### src/rtl/traffic_lights_timed_if.sv
// Purpose: sensor/request inputs and light outputs of the timed traffic-light
// controller, bundled as one port.
//   car_ns   : north-south vehicle present (level)
//   car_ew   : east-west vehicle present (latched as demand)
//   ped_req  : pedestrian button (latched as demand)
//   flash_en : flashing-yellow mode request (level)
//   lights   : {R_NS,Y_NS,G_NS,R_EW,Y_EW,G_EW}
//   ped_walk : walk indication
//   state_o  : current state code for debug
// master drives the requests and observes the lights; slave is the controller.
interface traffic_lights_timed_if;
    logic       car_ns;
    logic       car_ew;
    logic       ped_req;
    logic       flash_en;
    logic [5:0] lights;
    logic       ped_walk;
    logic [2:0] state_o;

    modport master (
        output car_ns, car_ew, ped_req, flash_en,
        input  lights, ped_walk, state_o
    );

    modport slave (
        input  car_ns, car_ew, ped_req, flash_en,
        output lights, ped_walk, state_o
    );
endinterface

### src/rtl/traffic_lights_timed.sv
// Purpose: two-direction traffic-light controller with minimum/maximum green
// times, yellow and all-red clearance, pedestrian walk during all-red and a
// flashing-yellow override mode. North-south green is the rest state.
// Ports:
//   clk  : clock, rising edge
//   rstn : synchronous active-low reset
//   bus  : requests in, lights/ped_walk/state_o out (all outputs registered)
module traffic_lights_timed #(
    parameter int unsigned CNT_W      = 8,
    parameter int unsigned GREEN_MIN  = 4,
    parameter int unsigned GREEN_MAX  = 16,
    parameter int unsigned YELLOW_T   = 2,
    parameter int unsigned ALLRED_T   = 1,
    parameter int unsigned WALK_T     = 4,
    parameter int unsigned FLASH_HALF = 2
) (
    input  logic                   clk,
    input  logic                   rstn,
    traffic_lights_timed_if.slave  bus
);

    typedef enum logic [2:0] {
        NS_GREEN  = 3'd0,
        NS_YELLOW = 3'd1,
        ALL_RED_A = 3'd2,
        EW_GREEN  = 3'd3,
        EW_YELLOW = 3'd4,
        ALL_RED_B = 3'd5,
        FLASH     = 3'd6
    } state_e;

    // Last timer value of each timed phase
    localparam logic [CNT_W-1:0] GMIN_END  = CNT_W'(GREEN_MIN - 1);
    localparam logic [CNT_W-1:0] GMAX_END  = CNT_W'(GREEN_MAX - 1);
    localparam logic [CNT_W-1:0] YEL_END   = CNT_W'(YELLOW_T - 1);
    localparam logic [CNT_W-1:0] ARED_END  = CNT_W'(ALLRED_T - 1);
    localparam logic [CNT_W-1:0] WALK_END  = CNT_W'(WALK_T - 1);
    localparam logic [CNT_W-1:0] FLASH_END = CNT_W'(2 * FLASH_HALF - 1);
    localparam logic [CNT_W-1:0] FLASH_ON  = CNT_W'(FLASH_HALF);

    localparam logic [5:0] LT_NS_GREEN  = 6'b001_100;
    localparam logic [5:0] LT_NS_YELLOW = 6'b010_100;
    localparam logic [5:0] LT_ALL_RED   = 6'b100_100;
    localparam logic [5:0] LT_EW_GREEN  = 6'b100_001;
    localparam logic [5:0] LT_EW_YELLOW = 6'b100_010;
    localparam logic [5:0] LT_FLASH_ON  = 6'b010_010;
    localparam logic [5:0] LT_DARK      = 6'b000_000;

    state_e             state_q, state_d;
    logic [CNT_W-1:0]   timer_q, timer_d;
    logic               ew_pend_q, ew_pend_d;
    logic               ped_pend_q, ped_pend_d;
    logic [5:0]         lights_q, lights_d;
    logic               ped_walk_q, ped_walk_d;
    logic               state_chg;
    logic [CNT_W-1:0]   ared_end;

    // Next-state selection; flash request overrides every other transition
    always_comb begin
        state_d  = state_q;
        ared_end = ped_walk_q ? WALK_END : ARED_END;
        if (bus.flash_en) begin
            state_d = FLASH;
        end else begin
            case (state_q)
                NS_GREEN: begin
                    if (timer_q >= GMIN_END && (ew_pend_q || bus.car_ew || ped_pend_q))
                        state_d = NS_YELLOW;
                end
                NS_YELLOW: if (timer_q == YEL_END)  state_d = ALL_RED_A;
                ALL_RED_A: if (timer_q == ared_end) state_d = EW_GREEN;
                EW_GREEN: begin
                    if ((timer_q >= GMIN_END && (bus.car_ns || !bus.car_ew || ped_pend_q))
                        || timer_q == GMAX_END)
                        state_d = EW_YELLOW;
                end
                EW_YELLOW: if (timer_q == YEL_END)  state_d = ALL_RED_B;
                ALL_RED_B: if (timer_q == ared_end) state_d = NS_GREEN;
                FLASH:     state_d = ALL_RED_B;
                default:   state_d = NS_GREEN;
            endcase
        end
    end

    assign state_chg = (state_d != state_q);

    // Phase timer: restarts on every state change, saturates in green, wraps in flash
    always_comb begin
        timer_d = timer_q + CNT_W'(1);
        if (state_chg) begin
            timer_d = '0;
        end else if ((state_q == NS_GREEN || state_q == EW_GREEN) && timer_q >= GMAX_END) begin
            timer_d = timer_q;
        end else if (state_q == FLASH && timer_q >= FLASH_END) begin
            timer_d = '0;
        end
    end

    // Demand latches; button presses during an active walk are ignored
    always_comb begin
        ew_pend_d  = ew_pend_q | bus.car_ew;
        ped_pend_d = ped_pend_q | (bus.ped_req & ~ped_walk_q);
        if (state_chg && state_d == EW_GREEN)
            ew_pend_d = 1'b0;
        if (state_chg && ped_walk_q)
            ped_pend_d = 1'b0;
    end

    // Outputs decoded from the next registered values so they land with the state
    always_comb begin
        ped_walk_d = 1'b0;
        lights_d   = LT_NS_GREEN;
        if (state_d == ALL_RED_A || state_d == ALL_RED_B)
            ped_walk_d = state_chg ? ped_pend_d : ped_walk_q;
        case (state_d)
            NS_GREEN:  lights_d = LT_NS_GREEN;
            NS_YELLOW: lights_d = LT_NS_YELLOW;
            ALL_RED_A: lights_d = LT_ALL_RED;
            EW_GREEN:  lights_d = LT_EW_GREEN;
            EW_YELLOW: lights_d = LT_EW_YELLOW;
            ALL_RED_B: lights_d = LT_ALL_RED;
            FLASH:     lights_d = (timer_d < FLASH_ON) ? LT_FLASH_ON : LT_DARK;
            default:   lights_d = LT_NS_GREEN;
        endcase
    end

    // State and output registers
    always_ff @(posedge clk) begin
        if (!rstn) begin
            state_q    <= NS_GREEN;
            timer_q    <= '0;
            ew_pend_q  <= 1'b0;
            ped_pend_q <= 1'b0;
            lights_q   <= LT_NS_GREEN;
            ped_walk_q <= 1'b0;
        end else begin
            state_q    <= state_d;
            timer_q    <= timer_d;
            ew_pend_q  <= ew_pend_d;
            ped_pend_q <= ped_pend_d;
            lights_q   <= lights_d;
            ped_walk_q <= ped_walk_d;
        end
    end

    assign bus.lights   = lights_q;
    assign bus.ped_walk = ped_walk_q;
    assign bus.state_o  = 3'(state_q);

endmodule
### src/flat_wrapper.sv
// flat-port wrapper written by rule: the top's interface ports become plain ports
module traffic_lights_timed_flat 
#(
    parameter int unsigned CNT_W      = 8,
    parameter int unsigned GREEN_MIN  = 4,
    parameter int unsigned GREEN_MAX  = 16,
    parameter int unsigned YELLOW_T   = 2,
    parameter int unsigned ALLRED_T   = 1,
    parameter int unsigned WALK_T     = 4,
    parameter int unsigned FLASH_HALF = 2
)
  (clk, rstn, bus_car_ns, bus_car_ew, bus_ped_req, bus_flash_en, bus_lights, bus_ped_walk, bus_state_o);
  traffic_lights_timed_if bus_i ();
  input  logic clk;
  input  logic rstn;
  input wire logic [$bits(bus_i.car_ns)-1:0] bus_car_ns;
  input wire logic [$bits(bus_i.car_ew)-1:0] bus_car_ew;
  input wire logic [$bits(bus_i.ped_req)-1:0] bus_ped_req;
  input wire logic [$bits(bus_i.flash_en)-1:0] bus_flash_en;
  output wire logic [$bits(bus_i.lights)-1:0] bus_lights;
  output wire logic [$bits(bus_i.ped_walk)-1:0] bus_ped_walk;
  output wire logic [$bits(bus_i.state_o)-1:0] bus_state_o;
  assign bus_i.car_ns = bus_car_ns;
  assign bus_i.car_ew = bus_car_ew;
  assign bus_i.ped_req = bus_ped_req;
  assign bus_i.flash_en = bus_flash_en;
  assign bus_lights = bus_i.lights;
  assign bus_ped_walk = bus_i.ped_walk;
  assign bus_state_o = bus_i.state_o;
  traffic_lights_timed #(.CNT_W(CNT_W), .GREEN_MIN(GREEN_MIN), .GREEN_MAX(GREEN_MAX), .YELLOW_T(YELLOW_T), .ALLRED_T(ALLRED_T), .WALK_T(WALK_T), .FLASH_HALF(FLASH_HALF)) u_core (.clk(clk), .rstn(rstn), .bus(bus_i));
endmodule
### config.mk
export PLATFORM = sky130hd
export DESIGN_NAME = traffic_lights_timed_flat
export DESIGN_NICKNAME = d
export VERILOG_FILES = /design/src/rtl/traffic_lights_timed_if.sv /design/src/rtl/traffic_lights_timed.sv /design/src/flat_wrapper.sv
export SDC_FILE = /design/constraint.sdc
export NUM_CORES = 1
export LEC_CHECK = 0
export ABC_CLOCK_PERIOD_IN_PS = 4300
export CORE_ASPECT_RATIO = 1.1
export CORE_MARGIN = 10
export CORE_UTILIZATION = 55
export CTS_BUF_LIST = sky130_fd_sc_hd__clkbuf_8
export CTS_CLUSTER_DIAMETER = 80
export CTS_CLUSTER_SIZE = 25
export DETAILED_ROUTE_END_ITERATION = 8
export PLACE_DENSITY = 0.8
export SYNTH_ARGS = -nofsm -noshare
export SYNTH_HDL_FRONTEND = slang
export SYNTH_SLANG_ARGS = --single-unit
### constraint.sdc
create_clock -name clk -period 4.3 [get_ports clk]
set_input_delay 1.29 -clock clk [delete_from_list [all_inputs] [get_ports clk]]
set_output_delay 1.29 -clock clk [all_outputs]
set_load 0.05 [all_outputs]
# Word-level counts from Yosys, hierarchy flattened
# Index checks and enable logic that the tools add are counted.
dict set report op_classes {
  addsub 1
  multipliers 0
  div_mod_pow 0
  order_cmp 3
  eq_ne 16
  shifts 0
  n_mux 15
  n_bitwise 5
  n_reduce_logical 18
}
# op n
set op_table {}
lappend op_table {{$pmux W6 S5} 1}
lappend op_table {{$mux W8} 3}
lappend op_table {{$mux W3} 7}
lappend op_table {{$pmux W3 S7} 1}
lappend op_table {{$eq A3 B3 Y1 const B} 6}
lappend op_table {{$eq A3 B2 Y1 const B} 4}
lappend op_table {{$add A8 B1 Y8 const B} 1}
lappend op_table {{$eq A8 B1 Y1 const B} 1}
lappend op_table {{$eq A8 B4 Y1 const B} 1}
lappend op_table {{$eq A8 B8 Y1} 1}
lappend op_table {{$ge A8 B2 Y1 const B} 1}
lappend op_table {{$ge A8 B4 Y1 const B} 1}
lappend op_table {{$lt A8 B2 Y1 const B} 1}
lappend op_table {{$logic_or A1 B1 Y1} 7}
lappend op_table {{$eq A3 B1 Y1 const B} 2}
lappend op_table {{$logic_and A1 B1 Y1} 6}
lappend op_table {{$mux W5} 1}
lappend op_table {{$reduce_or A2 Y1} 2}
lappend op_table {{$logic_not A3 Y1} 1}
lappend op_table {{$ne A3 B3 Y1} 1}
lappend op_table {{$mux W2} 1}
lappend op_table {{$not A1 Y1} 2}
lappend op_table {{$or A1 B1 Y1} 2}
lappend op_table {{$reduce_and A2 Y1} 1}
lappend op_table {{3 further kinds} 3}
dict set report word_totals {
  ff_bits 20
  latch_bits 0
  ram_bits 0
  rom_bits 0
  inputBits 6
  output_inout_bits 10
  word_cells 64
  mem_count 0
}

# Depth between registers and ports, before layout
dict set report logic_depth {
  depth_word 13
  ltp_mapped 7
  mapped_depth_nobuf 7
}

# Least setup slack after synthesis
# No wires, ideal clock.
dict set report synth_timing {
  kind {input -> register}
  from {input port bus_car_ns}
  to {register u_core.lights_q[4] (netlist: u_core.bus.lights[4])}
  setup_time_ps 70
  arrival_time_ps 2956
  required_time_ps 4230
  slack_ps 1274
  cell_stages 6
  path_buffers 0
  path_cell_list {or3b_2 > a22oi_1 > a21oi_1 > a21o_1 > or4_1 > a21oi_1}
}
dict set report synth_via {
  elab_chain_cells 12
  elab_cells_between_ends 19
  classes_between {1 x order compare; 7 x eq/ne; 6 x mux; 5 x reduce/logical}
}
# item line
set synth_rtl {}
lappend synth_rtl {{start, declared} flat_wrapper.sv:16} ;# input wire logic [$bits(bus_i.car_ns)-1:0] bus_car_ns;
lappend synth_rtl {{$logic_or A1 B1 Y1 * (2 in series)} traffic_lights_timed.sv:73} ;# if ((timer_q >= GMIN_END && (bus.car_ns || !bus.car_ew || ped_pend_q))
lappend synth_rtl {{$logic_and A1 B1 Y1 *} traffic_lights_timed.sv:73}
lappend synth_rtl {{$logic_or A1 B1 Y1 *} traffic_lights_timed.sv:74} ;# || timer_q == GMAX_END)
lappend synth_rtl {{$mux W3 *} traffic_lights_timed.sv:73}
lappend synth_rtl {{$pmux W3 S7 *} traffic_lights_timed.sv:65} ;# case (state_q)
lappend synth_rtl {{$mux W3 *} traffic_lights_timed.sv:62} ;# if (bus.flash_en) begin
lappend synth_rtl {{$ne A3 B3 Y1} traffic_lights_timed.sv:85} ;# assign state_chg = (state_d != state_q);
lappend synth_rtl {{$mux W8} traffic_lights_timed.sv:90} ;# if (state_chg) begin
lappend synth_rtl {{$lt A8 B2 Y1} traffic_lights_timed.sv:122} ;# FLASH: lights_d = (timer_d < FLASH_ON) ? LT_FLASH_ON : LT_DARK;
lappend synth_rtl {{$mux W5} traffic_lights_timed.sv:122}
lappend synth_rtl {{$pmux W6 S5 *} traffic_lights_timed.sv:115} ;# case (state_d)
lappend synth_rtl {{end signal, assigned} traffic_lights_timed.sv:141} ;# lights_q <= lights_d;
lappend synth_rtl {{end, declared} traffic_lights_timed.sv:53} ;# logic [5:0] lights_q, lights_d;
# Mark *: on every way between the ends. The rest lies on a longest branch, timed or not.
# A chain may end at the register's enable or synchronous reset.

# Worst setup path in the final report
dict set report layout_timing {
  from {input port bus_car_ew}
  to {register u_core.lights_q[4] (netlist: u_core.bus.lights[4])}
}
dict set report layout_via {
  elab_chain_cells 13
  elab_cells_between_ends 24
  classes_between {1 x order compare; 7 x eq/ne; 7 x mux; 9 x reduce/logical}
}
# item line
set layout_rtl {}
lappend layout_rtl {{start, declared} flat_wrapper.sv:17} ;# input wire logic [$bits(bus_i.car_ew)-1:0] bus_car_ew;
lappend layout_rtl {{$logic_not A1 Y1} traffic_lights_timed.sv:73}
lappend layout_rtl {{$logic_or A1 B1 Y1 (2 in series)} traffic_lights_timed.sv:73}
lappend layout_rtl {{$logic_and A1 B1 Y1} traffic_lights_timed.sv:73}
lappend layout_rtl {{$logic_or A1 B1 Y1} traffic_lights_timed.sv:74}
lappend layout_rtl {{$mux W3} traffic_lights_timed.sv:73}
lappend layout_rtl {{$pmux W3 S7 *} traffic_lights_timed.sv:65}
lappend layout_rtl {{$mux W3 *} traffic_lights_timed.sv:62}
lappend layout_rtl {{$ne A3 B3 Y1} traffic_lights_timed.sv:85}
lappend layout_rtl {{$mux W8} traffic_lights_timed.sv:90}
lappend layout_rtl {{$lt A8 B2 Y1} traffic_lights_timed.sv:122}
lappend layout_rtl {{$mux W5} traffic_lights_timed.sv:122}
lappend layout_rtl {{$pmux W6 S5 *} traffic_lights_timed.sv:115}
# Marked as above.

==> results.py <==
metrics = {
    "status": {
        "status": "complete, no violations",
    },
    "hold_path": {
        "hold_class": "reg2reg",
        "min_to": "u_core.ped_pend_q",
        "whs_path_depth": 2,
        "min_from": "u_core.ped_pend_q",
    },
    "global_route": {
        "grt_use_total": 0.134,
        "grt_pass1_wl_microns": 4790,
        "grt_max_degree": 15,
        "first_global_vias": 1015,
        "overflow": 0,
        "antenna_found_initial": 0,
    },
    "place": {
        "preCtsSetupSlack_ns": 0.591,
        "io_buffer_count": 15,
        "dp_hpwl_microns": 2030,
        "gp_congestion": 0.931,
    },
    "worst_setup_path": {
        "worst-path-buf-inv": 1,
        "cp_top_family": "simple AND/OR/NAND/NOR gates",
        "cp.required_ns": 4.49,
        "worst-setup-path-type": "in2reg",
        "cpMaxStageDelayCell": "or3b_2",
        "r2r-end": "u_core.bus.lights[4]",
        "cp_common_cell": "a21oi_1",
        "path_cells": "clkdlybuf4s50_1, or3b_2, a22oi_1, a21oi_1, a21o_1, or4_1, a21oi_1",
        "critPathMaxFanout": 7,
        "rr_worst_depth": 6,
        "worst_setup_path_end_kind": "register",
        "r2r_start": "u_core.timer_q[5]",
        "critPathArrivalTime_ns": 3.63,
        "cp_slowest_stage_delay_ns": 0.50,
        "cp-start-kind": "input port",
        "r2r_slack_ns": 1.92,
    },
    "route": {
        "wl_microns": 2790,
        "final_antenna_net_count": 0,
        "drt-initial-drc-count": 74,
        "avgRoutedWirePerCell_microns": 16.0,
        "drc": 0,
        "routed_via_density": 6.06,
        "num_vias": 1055,
        "first_pass_iters": 4,
    },
    "timing": {
        "rsz0062_at_grt": "no",
        "report.final.slew_viol_count": 0,
        "fmax_mhz": 291,
        "setup_tns_ns": 0,
        "finClkSkew_ns": 0.00348,
        "hold_viol": 0,
        "final.period_utilization": 0.799,
        "slew_headroom": 0.532,
        "timing.hold.ws_ns": 0.519,
        "fin_crit_ns": 3.44,
        "fin_ws_ns": 0.865,
        "setup_violations": 0,
        "tightestPinTransition_ns": 0.699,
    },
    "floorplan": {
        "coreArea_sq_um": 2000,
        "num_rows": 17,
        "design.die.area_sq_um": 4350,
        "ios": 16,
        "die_h_microns": 68.2,
        "die_w_microns": 63.8,
        "start_util": 0.581,
    },
    "power": {
        "leakage_nw": 0.528,
        "fin_total_pwr_mw": 0.512,
        "powerDensity_nw_per_um2": 367,
        "peakVddDrop_mv": 0.332,
    },
    "logic_synthesis": {
        "yosysWarnings": 0,
        "synth.avg_cell_area_sq_um": 8.73,
        "synth_edf_count": 0,
        "yosys.area.top_type_share": 0.345,
        "syn_inst": 133,
        "async_flop_share": 0,
        "synth_nets": 141,
        "synth_cell_types": 50,
        "synth_seq_cells": 20,
        "ys_seq_area_frac": 0.345,
        "yosys_most_used_dff": "dfxtp_1",
        "syn-cell-area_sq_um": 1160,
        "post-synth-top-area-cell": "dfxtp_1",
        "synthTopCellsByArea": "dfxtp_1 (34%), nor2_1 (4.8%), o21ai_0 (3.0%)",
    },
    "finish": {
        "fin_util": 0.698,
        "layout-drive-gt1-share": 0.110,
        "fin_nets": 155,
        "layout_commonest_cell": "dfxtp_1",
        "layout-area-overhead-vs-synth_pct": 20.2,
        "mostFrequentLayoutCells": "dfxtp_1 (20), nor2_1 (15), clkdlybuf4s50_1 (15), nand2_1 (8), o21ai_0 (7)",
        "antenna_cells": 0,
    },
    "clock_tree": {
        "cts_hold_buf": 0,
        "cts.sink_count": 20,
        "path_clk_slew_ns": 0.08,
        "htreeDepth": 1,
        "cts_root_buf": "clkbuf_8",
        "ctsResizeCount": 0,
        "post_cts_buffers": 0,
        "clock_path_buffers": 2,
        "cts_inserted_buffers": 3,
        "cts_tree": "built",
        "clk_latency_ns": 0.26,
    },
    "job": {
        "drv_cap": 0,
    },
}
==> cell families (layout without fill, tap and decap cells) <==
group	after synthesis	after routing	synth area share
multiplexers	2	2	0.0183
AND/OR/NAND/NOR	60	60	0.298
buffers and inverters	8	21	0.0259
flip-flops	20	20	0.345
adder cells (fa/ha/maj)	2	2	0.0215
XOR/XNOR	7	7	0.0528
AO/OA/AOI/OAI	34	34	0.238
==> layout make-up <==
| cell class | count | area [sq um] |
|---|---|---|
| inverter | 2 | 7.51 |
| fill | 180 | 604 |
| multi-input combinational | 105 | 731 |
| sequential | 20 | 400 |
| timing repair buffer | 15 | 150 |
| clock buffer | 3 | 41.3 |
| clock inverter | 1 | 30.0 |
| tap | 28 | 35.0 |
==> where the power goes <==
group	internal (mW)	switching (mW)
sequential	0.195	0.0129
clock	0.124	0.0642
combinational	0.0479	0.0677
==> per-stage QoR <==
stage               instances  area, sq um
finish                    174         1400
global route              174         1400
CTS                       174         1400
detailed placement        170         1320
global placement          170         1320
floorplan                 133         1160
==> how the worst max path moves through the flow <==
stage / from / endpoint / slack [ns] / depth (start not counted)
final: bus_car_ew / u_core.bus.lights[4] / 0.86 / 7
after detailed placement: bus_car_ew / u_core.bus.lights[4] / 0.59 / 7
after global routing: bus_car_ew / u_core.bus.lights[2] / 0.66 / 7
after global placement: bus_car_ew / u_core.bus.lights[4] / 0.66 / 7
after CTS: bus_car_ew / u_core.bus.lights[4] / 0.86 / 7
after floorplan: bus_car_ns / u_core.bus.lights[4] / 1.27 / 6
==> state kept, by name (all words and copies together), names as in the netlist <==
name	flops
u_core.timer_q	8
u_core.bus.lights	6
u_core.bus.state_o	3
u_core.bus.ped_walk	1
u_core.ew_pend_q	1
u_core.ped_pend_q	1
==> worst register-to-register path: cells and delay by family, from the launching register on <==
family / cells / cell delay [ns]
and+or+nand+nor: 2 / 1.10
AOI/OAI and AO/OA: 4 / 0.82
DFF: 1 / 0.38
==> layer usage <==
metal	vias to the layer above	GRT usage	wire (microns)
met5	-	0	0
met4	0	0.0464	18
met3	2	0.0440	209
met2	33	0.223	1380
met1	501	0.161	1180
li1	519	-	-
==> synthesized netlist by cell type (all sizes together) (2+ instances only) <==
cell type,number
and3,5
nand3,6
xnor2,4
a21oi,3
nor2b,3
nand4,3
or3,3
or4,2
or3b,2
nand2,8
a31oi,3
dfxtp,20
inv,2
clkbuf,6
nand3b,3
ha,2
xor2,3
nor4,2
nor2,15
nor3,3
nand2b,3
a211oi,3
o21ai,9
No activity file was read; power rests on OpenSTA's default activity.
